### src/rtl/hough_peak_find.sv
// Per-frame peak finder for a raster-ordered Hough accumulator stream.
// Reports max cell, its (row, col) and the count of cells at or above THRESH.
module hough_peak_find #(
    parameter logic [7:0]  WIDTH  = 8'd180,
    parameter logic [7:0]  HEIGHT = 8'd128,
    parameter logic [10:0] THRESH = 11'd64
) (
    input  logic        Clk,
    input  logic        nReset,
    input  logic [10:0] PixelIn,
    input  logic        FrameIn,
    input  logic        LineIn,
    input  logic        ResultAck,
    output logic        ResultValid,
    output logic [10:0] PeakValue,
    output logic [7:0]  PeakRow,
    output logic [7:0]  PeakCol,
    output logic [15:0] AboveCount,
    output logic        Overrun,
    output logic        Busy
);

    typedef enum logic [1:0] {
        IDLE   = 2'd0,
        SCAN   = 2'd1,
        REPORT = 2'd2
    } stateT;

    stateT       state;
    stateT       nextState;

    logic [10:0] pixR;
    logic        frameR;
    logic        lineR;

    logic [7:0]  colQ;
    logic [7:0]  rowQ;
    logic [7:0]  curCol;
    logic [7:0]  curRow;
    logic        lastPix;
    logic        aboveThr;

    logic [10:0] wMax;
    logic [7:0]  wRow;
    logic [7:0]  wCol;
    logic [15:0] wCount;

    logic        loadStart;
    logic        accumulate;
    logic        doReport;

    // NOTE: sequential state uses non-blocking assignments so every register
    // in the design samples values from before the edge.
    always_ff @(posedge Clk or negedge nReset) begin
        if (!nReset) begin
            pixR   <= '0;
            frameR <= 1'b0;
            lineR  <= 1'b0;
        end else begin
            pixR   <= PixelIn;
            frameR <= FrameIn;
            lineR  <= LineIn;
        end
    end

    // Position of the registered pixel, derived from the previous one.
    always_comb begin
        curCol = colQ + 8'd1;
        if (lineR || frameR) begin
            curCol = '0;
        end
        curRow = rowQ;
        if (frameR) begin
            curRow = '0;
        end else if (lineR) begin
            curRow = rowQ + 8'd1;
        end
    end

    assign lastPix  = (curRow == HEIGHT - 8'd1) && (curCol == WIDTH - 8'd1);
    assign aboveThr = (pixR >= THRESH);

    always_ff @(posedge Clk or negedge nReset) begin
        if (!nReset) begin
            colQ <= '0;
            rowQ <= '0;
        end else begin
            colQ <= curCol;
            rowQ <= curRow;
        end
    end

    always_ff @(posedge Clk or negedge nReset) begin
        if (!nReset) begin
            state <= IDLE;
        end else begin
            state <= nextState;
        end
    end

    // A frame start restarts scanning from any state, including REPORT.
    always_comb begin
        // NOTE: default assigned first so no path leaves nextState unassigned,
        // which would otherwise infer a latch.
        nextState = IDLE;
        if (frameR) begin
            nextState = lastPix ? REPORT : SCAN;
        end else if (state == SCAN) begin
            nextState = lastPix ? REPORT : SCAN;
        end
    end

    always_comb begin
        Busy       = 1'b0;
        loadStart  = frameR;
        accumulate = 1'b0;
        doReport   = 1'b0;
        case (state)
            SCAN: begin
                Busy       = 1'b1;
                accumulate = !frameR;
            end
            REPORT: begin
                doReport = 1'b1;
            end
            default: begin
            end
        endcase
    end

    // Strict compare keeps the first occurrence of a tied maximum.
    always_ff @(posedge Clk or negedge nReset) begin
        if (!nReset) begin
            wMax   <= '0;
            wRow   <= '0;
            wCol   <= '0;
            wCount <= '0;
        end else if (loadStart) begin
            wMax   <= pixR;
            wRow   <= curRow;
            wCol   <= curCol;
            wCount <= {15'd0, aboveThr};
        end else if (accumulate) begin
            if (pixR > wMax) begin
                wMax <= pixR;
                wRow <= curRow;
                wCol <= curCol;
            end
            if (aboveThr && (wCount != 16'hFFFF)) begin
                wCount <= wCount + 16'd1;
            end
        end
    end

    // A new report wins over a coincident ack; an unacked result is overrun.
    always_ff @(posedge Clk or negedge nReset) begin
        if (!nReset) begin
            ResultValid <= 1'b0;
            PeakValue   <= '0;
            PeakRow     <= '0;
            PeakCol     <= '0;
            AboveCount  <= '0;
            Overrun     <= 1'b0;
        end else if (doReport) begin
            ResultValid <= 1'b1;
            PeakValue   <= wMax;
            PeakRow     <= wRow;
            PeakCol     <= wCol;
            AboveCount  <= wCount;
            if (ResultValid && !ResultAck) begin
                Overrun <= 1'b1;
            end
        end else if (ResultValid && ResultAck) begin
            ResultValid <= 1'b0;
        end
    end

endmodule

### config.mk
export PLATFORM = sky130hd
export DESIGN_NAME = hough_peak_find
export DESIGN_NICKNAME = d
export VERILOG_FILES = /design/src/rtl/hough_peak_find.sv
export SDC_FILE = /design/constraint.sdc
export NUM_CORES = 1
export LEC_CHECK = 0
export BUFFER_PORTS_ARGS = -buffer_cell sky130_fd_sc_hd__buf_2
export CAP_MARGIN = 20
export CORE_MARGIN = 3
export CORE_UTILIZATION = 52
export CTS_CLUSTER_SIZE = 10
export DETAILED_ROUTE_END_ITERATION = 10
export PLACE_DENSITY = 0.75
export SLEW_MARGIN = 20
export SYNTH_ARGS = -nofsm -noshare
export SYNTH_HDL_FRONTEND = slang
export SYNTH_SLANG_ARGS = --single-unit
### constraint.sdc
create_clock -name Clk -period 2.3 [get_ports Clk]
set_input_delay 0.46 -clock Clk [delete_from_list [all_inputs] [get_ports Clk]]
set_output_delay 0.46 -clock Clk [all_outputs]
set_load 0.01 [all_outputs]
== Yosys cells after proc, flatten, opt, wreduce, memory -nomap -nowiden ==
Index checks and enable logic that the tools add are counted.

* Add/subtract/negate cells: 3
* Magnitude comparators: 2
* Eq/ne operators: 5
* Mux-type cells: 23
* Reductions and logical operators: 14

{| class="wikitable"
|+ Operators by type and width
! operator !! count
|-
| $mux 8 || 9
|-
| $mux 16 || 3
|-
| $mux 11 || 3
|-
| $add 16x1->16 const B || 1
|-
| $add 8x1->8 const B || 2
|-
| $ne 16x16->1 const B || 1
|-
| $ge 11x7->1 const B || 1
|-
| $gt 11x11->1 || 1
|-
| $eq 8x7->1 const B || 1
|-
| $eq 8x8->1 const B || 1
|-
| $reduce_bool 2->1 || 4
|-
| $mux 2 || 3
|-
| $reduce_and 2->1 || 3
|-
| $mux 1 || 5
|-
| $logic_and 1x1->1 || 4
|-
| $eq 2x1->1 const B || 1
|-
| $eq 2x2->1 const B || 1
|-
| $logic_not 1->1 || 2
|-
| $logic_or 1x1->1 || 1
|}

* Bits in registers: 119
* Output and inout bits: 46
* Logic and storage cells: 63

== Depth between registers and ports, before layout ==
Gate-level depths: netlist (run 1).

* Depth in word-level cells: 8
* Gate-level depth with buffers: 8
* Gate-level depth less buffers: 7

== Worst setup path after synthesis (run 1) ==
No wires, ideal clock.

* Path type: reg-to-reg
* Start: reg pixR[9]
* End: reg wMax[0]
* Library setup time: 0.125 ns
* Arrival: 2.090 ns
* Required time: 2.175 ns
* Slack: 0.085 ns
* Stages on the path, launching flop included: 8
* Path buffers: 1
* Period minus slack after synthesis: 2.215 ns
* Cell sequence: dfrtp_1 > ha_1 > a21o_1 > a21oi_2 > or4b_4 > a21oi_2 > buf_6 > mux2_4

* Cells in the longest elaborated chain, start to end: 3

{| class="wikitable"
|+ RTL lines
! element !! RTL line !! RTL
|-
| from (decl) || 32 || <nowiki>logic [10:0] pixR;</nowiki>
|-
| from (signal assigned) || 60 || <nowiki>pixR <= PixelIn;</nowiki>
|-
| $gt 11x11->1 || 144 || <nowiki>if (pixR > wMax) begin</nowiki>
|-
| $reduce_bool 2->1 (no source line) || - ||
|-
| $reduce_and 2->1 (no source line) || - ||
|-
| to (signal assigned) || 139 || <nowiki>wMax <= pixR;</nowiki>
|-
| to (signal assigned) || 145 || <nowiki>wMax <= pixR;</nowiki>
|-
| to (decl) || 43 || <nowiki>logic [10:0] wMax;</nowiki>
|}

Every way passes these cells.
A chain may end at the register's enable or synchronous reset.

== Worst setup path in the final report (run 1) ==
* Start: reg wMax[9]
* End: reg wMax[8]

* Cells in the longest elaborated chain, start to end: 3

{| class="wikitable"
|+ RTL lines
! element !! RTL line
|-
| $gt 11x11->1 || 144
|-
| $reduce_bool 2->1 (no source line) || -
|-
| $reduce_and 2->1 (no source line) || -
|}

Every way passes these cells.

==> flow_metrics.env, run 1 <==
export IMPL_syn_nets=449
export IMPL_drive_gt1_share_pct=36.3
export IMPL_coreArea_um2=9460
export IMPL_worstPathArrival_ps=2780
export IMPL_layout_min_cycle_time_ps=2370
export IMPL_violations="negative setup slack"
export IMPL_slew_viol_final=0
export IMPL_grt_remaining_overflow=0
export IMPL_nNetsFinal=529
export IMPL_ys_ff_latch=119
export IMPL_internal_power_mw=4.17
export IMPL_die_y_um=106
export IMPL_cts_tree="yes"
export IMPL_final_cells=641
export IMPL_outcome="complete, but fails checks"
export IMPL_die_area_um2=11200
export IMPL_htreeDepth=4
export IMPL_drt_pass1_iter_count=5
export IMPL_r2r_start="wMax[9]$_DFFE_PN0P_"
export IMPL_yosysTopAreaCellShare_pct=57.3
export IMPL_max_slew_margin_rel_pct=67.0
export IMPL_utilization_pct=68.3
export IMPL_finalClockSkew_ps=6.81
export IMPL_track_usage_pct=20.3
export IMPL_vias=3487
export IMPL_rows=35
export IMPL_yosysWarnings=0
export IMPL_finalPower_mw=5.57
export IMPL_slowest_stage="or4b_4"
export IMPL_tns_ps=-437
export IMPL_clkSlewWorstSetupHoldPaths_ps=60
export IMPL_antenna_found_initial=0
export IMPL_die_x_um=106
export IMPL_p_sw_mw=1.40
export IMPL_worstMarginPinSlew_ps=494
export IMPL_fill_cells=665
export IMPL_final_hold_violation_count=0
export IMPL_synth_distinct_cells=51
export IMPL_drcViolationCount=0
export IMPL_drt_iter0_markers=134
export IMPL_initial_core_util_pct=55.0
export IMPL_cp_cell_sequence="inv_2 > ha_4 > a21o_1 > a21oi_2 > or4b_4 > a21oi_4 > buf_6 > buf_16 > mux2_4"
export IMPL_setup_slack_ps=-72.4
export IMPL_p_per_area_nw_per_um2=862
export IMPL_dp_hpwl_um=6880
export IMPL_startpoint="wMax[9]$_DFFE_PN0P_"
export IMPL_final_area_um2=6460
export IMPL_pwr_share_comb_pct=12.2
export IMPL_synth_edf_count=0
export IMPL_clk_path_buf_depth=2
export IMPL_fin_crit_sh_pct=103
export IMPL_post_drt_wl_per_cell_um=16.6
export IMPL_syn_area_per_cell_um2=12.4
export IMPL_drv_cap=0
export IMPL_cellLeakagePower_nw=3.24
export IMPL_max_vdd_ir_drop_v=0.000721
export IMPL_grt_max_degree=54
export IMPL_critPathMaxFanout=5
export IMPL_place_inst=603
export IMPL_clkLatencyLatePin_ps=520
export IMPL_grt_pass1_wl_um=17900
export IMPL_end_kind="register"
export IMPL_rsz0062_at_grt="yes"
export IMPL_placed_cell_area_um2=5710
export IMPL_netSwitchingFraction_pct=25.1
export IMPL_cts_made_buffers=17
export IMPL_required_ps=2710
export IMPL_pre_cts_slack_ps=-19.9
export IMPL_min_from="PixelIn[6]"
export IMPL_io_buffers=61
export IMPL_syn_cell_area_um2=5200
export IMPL_gp_congestion=0.816
export IMPL_report_final_setup_viol=11
export IMPL_synth_async_reset_ratio_pct=100
export IMPL_clock_root_buffer="clkbuf_8"
export IMPL_ioPinCount=62
export IMPL_viasPerCell=5.44
export IMPL_synthToLayoutAreaGrowth_pct=24.1
export IMPL_cts_sinks=119
export IMPL_critical_path_startpoint_type="register"
export IMPL_postSynthCellCount=419
export IMPL_clock_fmax_ghz=0.422
export IMPL_seqPwrFrac_pct=40.4
export IMPL_yosys_area_top_type="dfrtp_1"
export IMPL_cpPeakStageDelay_ps=520
export IMPL_ys_seq_area_share_pct=57.3
export IMPL_worst_setup_path_type="reg -> reg"
export IMPL_hold_class="in -> reg"
export IMPL_synthFlopType="dfrtp_1"
export IMPL_wl_um=10700
export IMPL_p_clk_share_pct=47.4
export IMPL_antenna_cells=0
export IMPL_ys_top_cells_by_area="dfrtp_1 57%, mux2_2 10%, ha_1 3.4%, mux2_4 2.9%, xnor2_1 2.4%"
export IMPL_antenna_left=0
export IMPL_grt_pass1_vias=3752
export IMPL_holdWs_ps=42.1
## timing repair
item	in CTS	in global routing
buffers inserted	2	3
pin swaps	4	4
endpoints found under the hold margin	20	0
endpoints found under the setup margin	27	27
gates cloned	1	0
hold buffers	1	0
gates resized for setup	12	4
## cells in the final DEF, fill, tap and decap left out, drive strengths merged, types with 14 or more instances in the layout
cell    synthesis  layout
mux2           57      57
dfrtp         119     119
clkbuf         12      17
inv            16      17
ha             14      14
nor2           26      26
nand2          20      20
buf             5      77
o21ai          19      19
xnor2          14      14
nor2b          15      15
## routing by layer
layer / wire, um / vias up / part of all wire [%] / GRT usage, %
met2: 5370 / 82 / 50 / 33.5
li1: - / 1625 / - / -
met5: 0 / - / 0 / 0
met4: 171 / 0 / 1.6 / 8.42
met1: 4660 / 1761 / 44 / 25.0
met3: 458 / 19 / 4.3 / 5.95
## synth_stat cells (all sizes together) (3+ instances only)
| master | count |
|---|---|
| nor2 | 26 |
| xnor2 | 14 |
| a21oi | 10 |
| dfrtp | 119 |
| o21ai | 19 |
| buf | 5 |
| and3 | 3 |
| inv | 16 |
| nor3 | 4 |
| mux2i | 6 |
| nand4 | 7 |
| nor4 | 5 |
| and2 | 4 |
| mux2 | 57 |
| nand3 | 12 |
| xor2 | 10 |
| or3 | 3 |
| nor2b | 15 |
| clkbuf | 12 |
| and4 | 5 |
| nand2b | 8 |
| ha | 14 |
| nand2 | 20 |
## critical path, delay by kind of cell (launching register included)
family,cells,cell delay [ps]
muxes,1,290
DFF,1,400
buffers and inverters,3,340
adders and majority gates,1,200
and+or+nand+nor,1,520
AOI/OAI and AO/OA,3,510
## worst paths after layout
check                                             end  slack, ps  cells after the start
setup reg to reg                  wMax[8]$_DFFE_PN0P_        -70                      9
hold / removal                      pixR[6]$_DFF_PN0_         40                      1
hold reg to reg                   Overrun$_DFFE_PN0P_        470                      1
min in group asynchronous  AboveCount[11]$_DFFE_PN0P_        370                      2
max in group asynchronous           rowQ[1]$_DFF_PN0_       1300                      3
setup / recovery                  wMax[8]$_DFFE_PN0P_        -70                      9
## power by group through the flow
stage	Combinational (mW)	Clock, mW	Sequential, mW
final	0.679	2.64	2.25
after global routing	0.731	2.77	2.26
after CTS	0.665	2.66	2.25
after detailed placement	0.544	0	2.28
after global placement	0.523	0	2.27
after floorplan	0.393	0	2.25
## registers in the layout (all words and copies together), names as in the netlist
register / count
PeakValue: 11
AboveCount: 16
frameR: 1
wCol: 8
Overrun: 1
rowQ: 8
state: 2
ResultValid: 1
PeakRow: 8
colQ: 8
wMax: 11
PeakCol: 8
lineR: 1
pixR: 11
wRow: 8
wCount: 16
## final cells by class
type                            count  area [um^2]  area share [%]
Multi-Input combinational cell    267         2170            33.7
Sequential cell                   119         2980            46.1
Timing Repair Buffer               78          490            7.60
Clock buffer                       17          414            6.41
Clock inverter                     15          179            2.77
Inverter                           16         60.1           0.930
Tap cell                          129          161            2.50
## logic make-up (layout without fill, tap and decap cells)
kind of cell	Yosys count	after routing	synth area share, %
mux	63	63	14.2
xor+xnor	24	24	4.04
simple gates	125	125	13.7
buf+inv	33	126	2.74
flops	119	119	57.3
fa+ha+maj	14	14	3.37
compound gates	41	41	4.72
No activity file was read; power rests on OpenSTA's default activity.
==> run 2, diff against run 1 <==
ABC_AREA = 1   (was default)
==> run 2 against run 1 <==
Net effect:
- the run now ends clean
- clock-buffer cell count up 8
- synthesized cell count increased by 48%
- critical path depth rose by 1
- hold slack better by 4.4 ps
- global-route usage is 2.1 points higher
- register-to-register slack better by 340 ps
- core utilization fell by 3.5 points
- routed wire length up 9.9%
- non-clock buffer count is 10 lower
- maximum frequency up 17%
- sequential share of layout area grew 0.29 points
- critical endpoint is now wMax[5]$_DFFE_PN0P_
- largest power group unchanged
- highest routed layer unchanged
==> flow_metrics.env, run 2 <==
export IMPL_gp_congestion=0.876
export IMPL_cts_sinks=119
export IMPL_critical_path_startpoint_type="register"
export IMPL_critPathMaxFanout=25
export IMPL_synthToLayoutAreaGrowth_pct=19.8
export IMPL_synth_adder_area_share_pct=3.27
export IMPL_yosysTopAreaCellShare_pct=55.6
export IMPL_finalPower_mw=5.37
export IMPL_placed_cell_area_um2=5780
export IMPL_hold_buffers=1
export IMPL_clk_path_buf_depth=2
export IMPL_cellLeakagePower_nw=3.48
export IMPL_vias=4314
export IMPL_synth_common_cells="205 x nand2_1, 119 x dfrtp_1, 66 x inv_1, 57 x nand3_1, 31 x o21ai_0"
export IMPL_drv_cap=0
export IMPL_coreArea_um2=9910
export IMPL_drt_iter0_markers=271
export IMPL_grt_pass1_vias=4356
export IMPL_ys_top_cells_by_area="dfrtp_1 56%, nand2_1 14%, nand3_1 5.3%, inv_1 4.6%, ha_1 3.3%"
export IMPL_drt_pass1_iter_count=4
export IMPL_antenna_found_initial=0
export IMPL_slew_viol_final=0
export IMPL_dp_hpwl_um=7860
export IMPL_drcViolationCount=0
export IMPL_p_per_area_nw_per_um2=837
export IMPL_die_y_um=107
export IMPL_postSynthCellCount=622
export IMPL_clkLatencyLatePin_ps=520
export IMPL_final_hold_violation_count=0
export IMPL_worst_setup_path_type="reg -> reg"
export IMPL_synth_async_reset_ratio_pct=100
export IMPL_antenna_cells=0
export IMPL_report_final_setup_viol=0
export IMPL_outcome="finished, final reports clean"
export IMPL_synthFlopType="dfrtp_1"
export IMPL_synth_distinct_cells=30
export IMPL_grt_max_degree=71
export IMPL_initial_core_util_pct=54.0
export IMPL_clock_root_buffer="clkbuf_8"
export IMPL_yosys_area_share_simple_pct=27.4
export IMPL_synth_compound_area_share_pct=5.54
export IMPL_wl_um=11700
export IMPL_htreeDepth=4
export IMPL_layout_common_cells="204 x nand2_1, 119 x dfrtp_1, 66 x inv_1"
export IMPL_ioPinCount=62
export IMPL_layout_min_cycle_time_ps=2030
export IMPL_track_usage_pct=22.4
export IMPL_tns_ps=0
export IMPL_max_vdd_ir_drop_v=0.000385
export IMPL_cts_made_buffers=17
export IMPL_grt_remaining_overflow=0
export IMPL_muxShareOfSynthArea_pct=0
export IMPL_rsz0062_at_grt="no"
export IMPL_cts_tree="yes"
export IMPL_final_common_cell="nand2_1"
export IMPL_final_area_um2=6420
export IMPL_post_drt_wl_per_cell_um=14.0
export IMPL_die_area_um2=11500
export IMPL_end_kind="register"
export IMPL_clkSlewWorstSetupHoldPaths_ps=60
export IMPL_top_regs="AboveCount x16, wCount x16"
export IMPL_ys_ff_latch=119
export IMPL_synth_most_common_cell="nand2_1"
export IMPL_fin_crit_sh_pct=88.2
export IMPL_syn_area_per_cell_um2=8.61
export IMPL_yosysWarnings=0
export IMPL_drive_gt1_share_pct=17.8
export IMPL_utilization_pct=64.7
export IMPL_postCtsSetupBuffers=0
export IMPL_worstPathArrival_ps=2480
export IMPL_viasPerCell=5.17
export IMPL_fill_cells=832
export IMPL_hold_class="in -> reg"
export IMPL_grt_pass1_wl_um=20600
export IMPL_ys_seq_area_share_pct=55.6
export IMPL_rows=36
export IMPL_required_ps=2750
export IMPL_worstMarginPinSlew_ps=629
export IMPL_antenna_left=0
export IMPL_syn_cell_area_um2=5350
export IMPL_multi_input_area_um2=1990
export IMPL_nNetsFinal=718
export IMPL_ctsResizeCount=0
export IMPL_io_buffers=61
export IMPL_finalClockSkew_ps=6.87
export IMPL_synth_top_family_by_area="simple AND/OR/NAND/NOR gates"
export IMPL_synth_xor_area_share_pct=0.818
export IMPL_pre_cts_slack_ps=240
export IMPL_yosys_area_top_type="dfrtp_1"
export IMPL_setup_slack_ps=270
export IMPL_seq_area_um2=2980
export IMPL_max_slew_margin_rel_pct=58.1
export IMPL_clock_fmax_ghz=0.493
export IMPL_syn_nets=652
export IMPL_die_x_um=107
export IMPL_synth_edf_count=0
run 2: kinds of logic (layout without fill, tap and decap cells):
family,Yosys count,after routing
fa+ha+maj,14,14
buf+inv,93,172
compound gates,56,56
simple gates,335,335
xor+xnor,5,5
flops,119,119
run 2: path summary, 6_finish.rpt:
kind,cells after the start,start,slack [ps],endpoint
max,10,wMax[10]$_DFFE_PN0P_,270,wMax[5]$_DFFE_PN0P_
max reg2reg,10,wMax[10]$_DFFE_PN0P_,270,wMax[5]$_DFFE_PN0P_
min in group asynchronous,2,nReset,410,PeakValue[7]$_DFFE_PN0P_
min,1,LineIn,50,lineR$_DFF_PN0_
min reg2reg,1,Overrun$_DFFE_PN0P_,470,Overrun$_DFFE_PN0P_
max in group asynchronous,3,nReset,1290,PeakCol[0]$_DFFE_PN0P_
run 2: per-layer routing:
metal	part of all wire, %	track usage, %	up-vias
li1	-	-	2115
met1	44	28.4	2101
met2	51	38.0	79
met3	3.7	5.28	19
met4	1.2	7.30	0
met5	0	0	-
run 2: worst max-delay path, stage by stage (launching register included):
cell and delay, ps:
dfrtp_1 360, inv_1 70, ha_1 330, nand4_1 160, nor2_1 170, nand2_1 70
nand3_1 70, nand3_1 100, nand2_2 410, nand2_1 130, nand2_1 90
run 2: where the power goes:
| part | internal, mW | total (mW) | switching (mW) |
|---|---|---|---|
| logic | 0.127 | 0.412 | 0.285 |
| registers | 2.17 | 2.22 | 0.0554 |
| clock network | 1.85 | 2.74 | 0.889 |
run 2: layout make-up:
type                       count  area share, %
timing repair buffer          68           6.05
tap                          133           2.59
sequential                   119           46.4
multi-input combinational    410           31.0
clock inverter                 7           1.76
inverter                      72           4.21
clock buffer                  25           8.01
run 2: metrics by stage:
stage / cells / hold slack, ps
6_report: 834 / 46.5
2_1_floorplan: 622 / 164
3_3_place_gp: 801 / 410
4_1_cts: 834 / 30.5
3_5_place_dp: 801 / 411
5_1_grt: 834 / 32.6
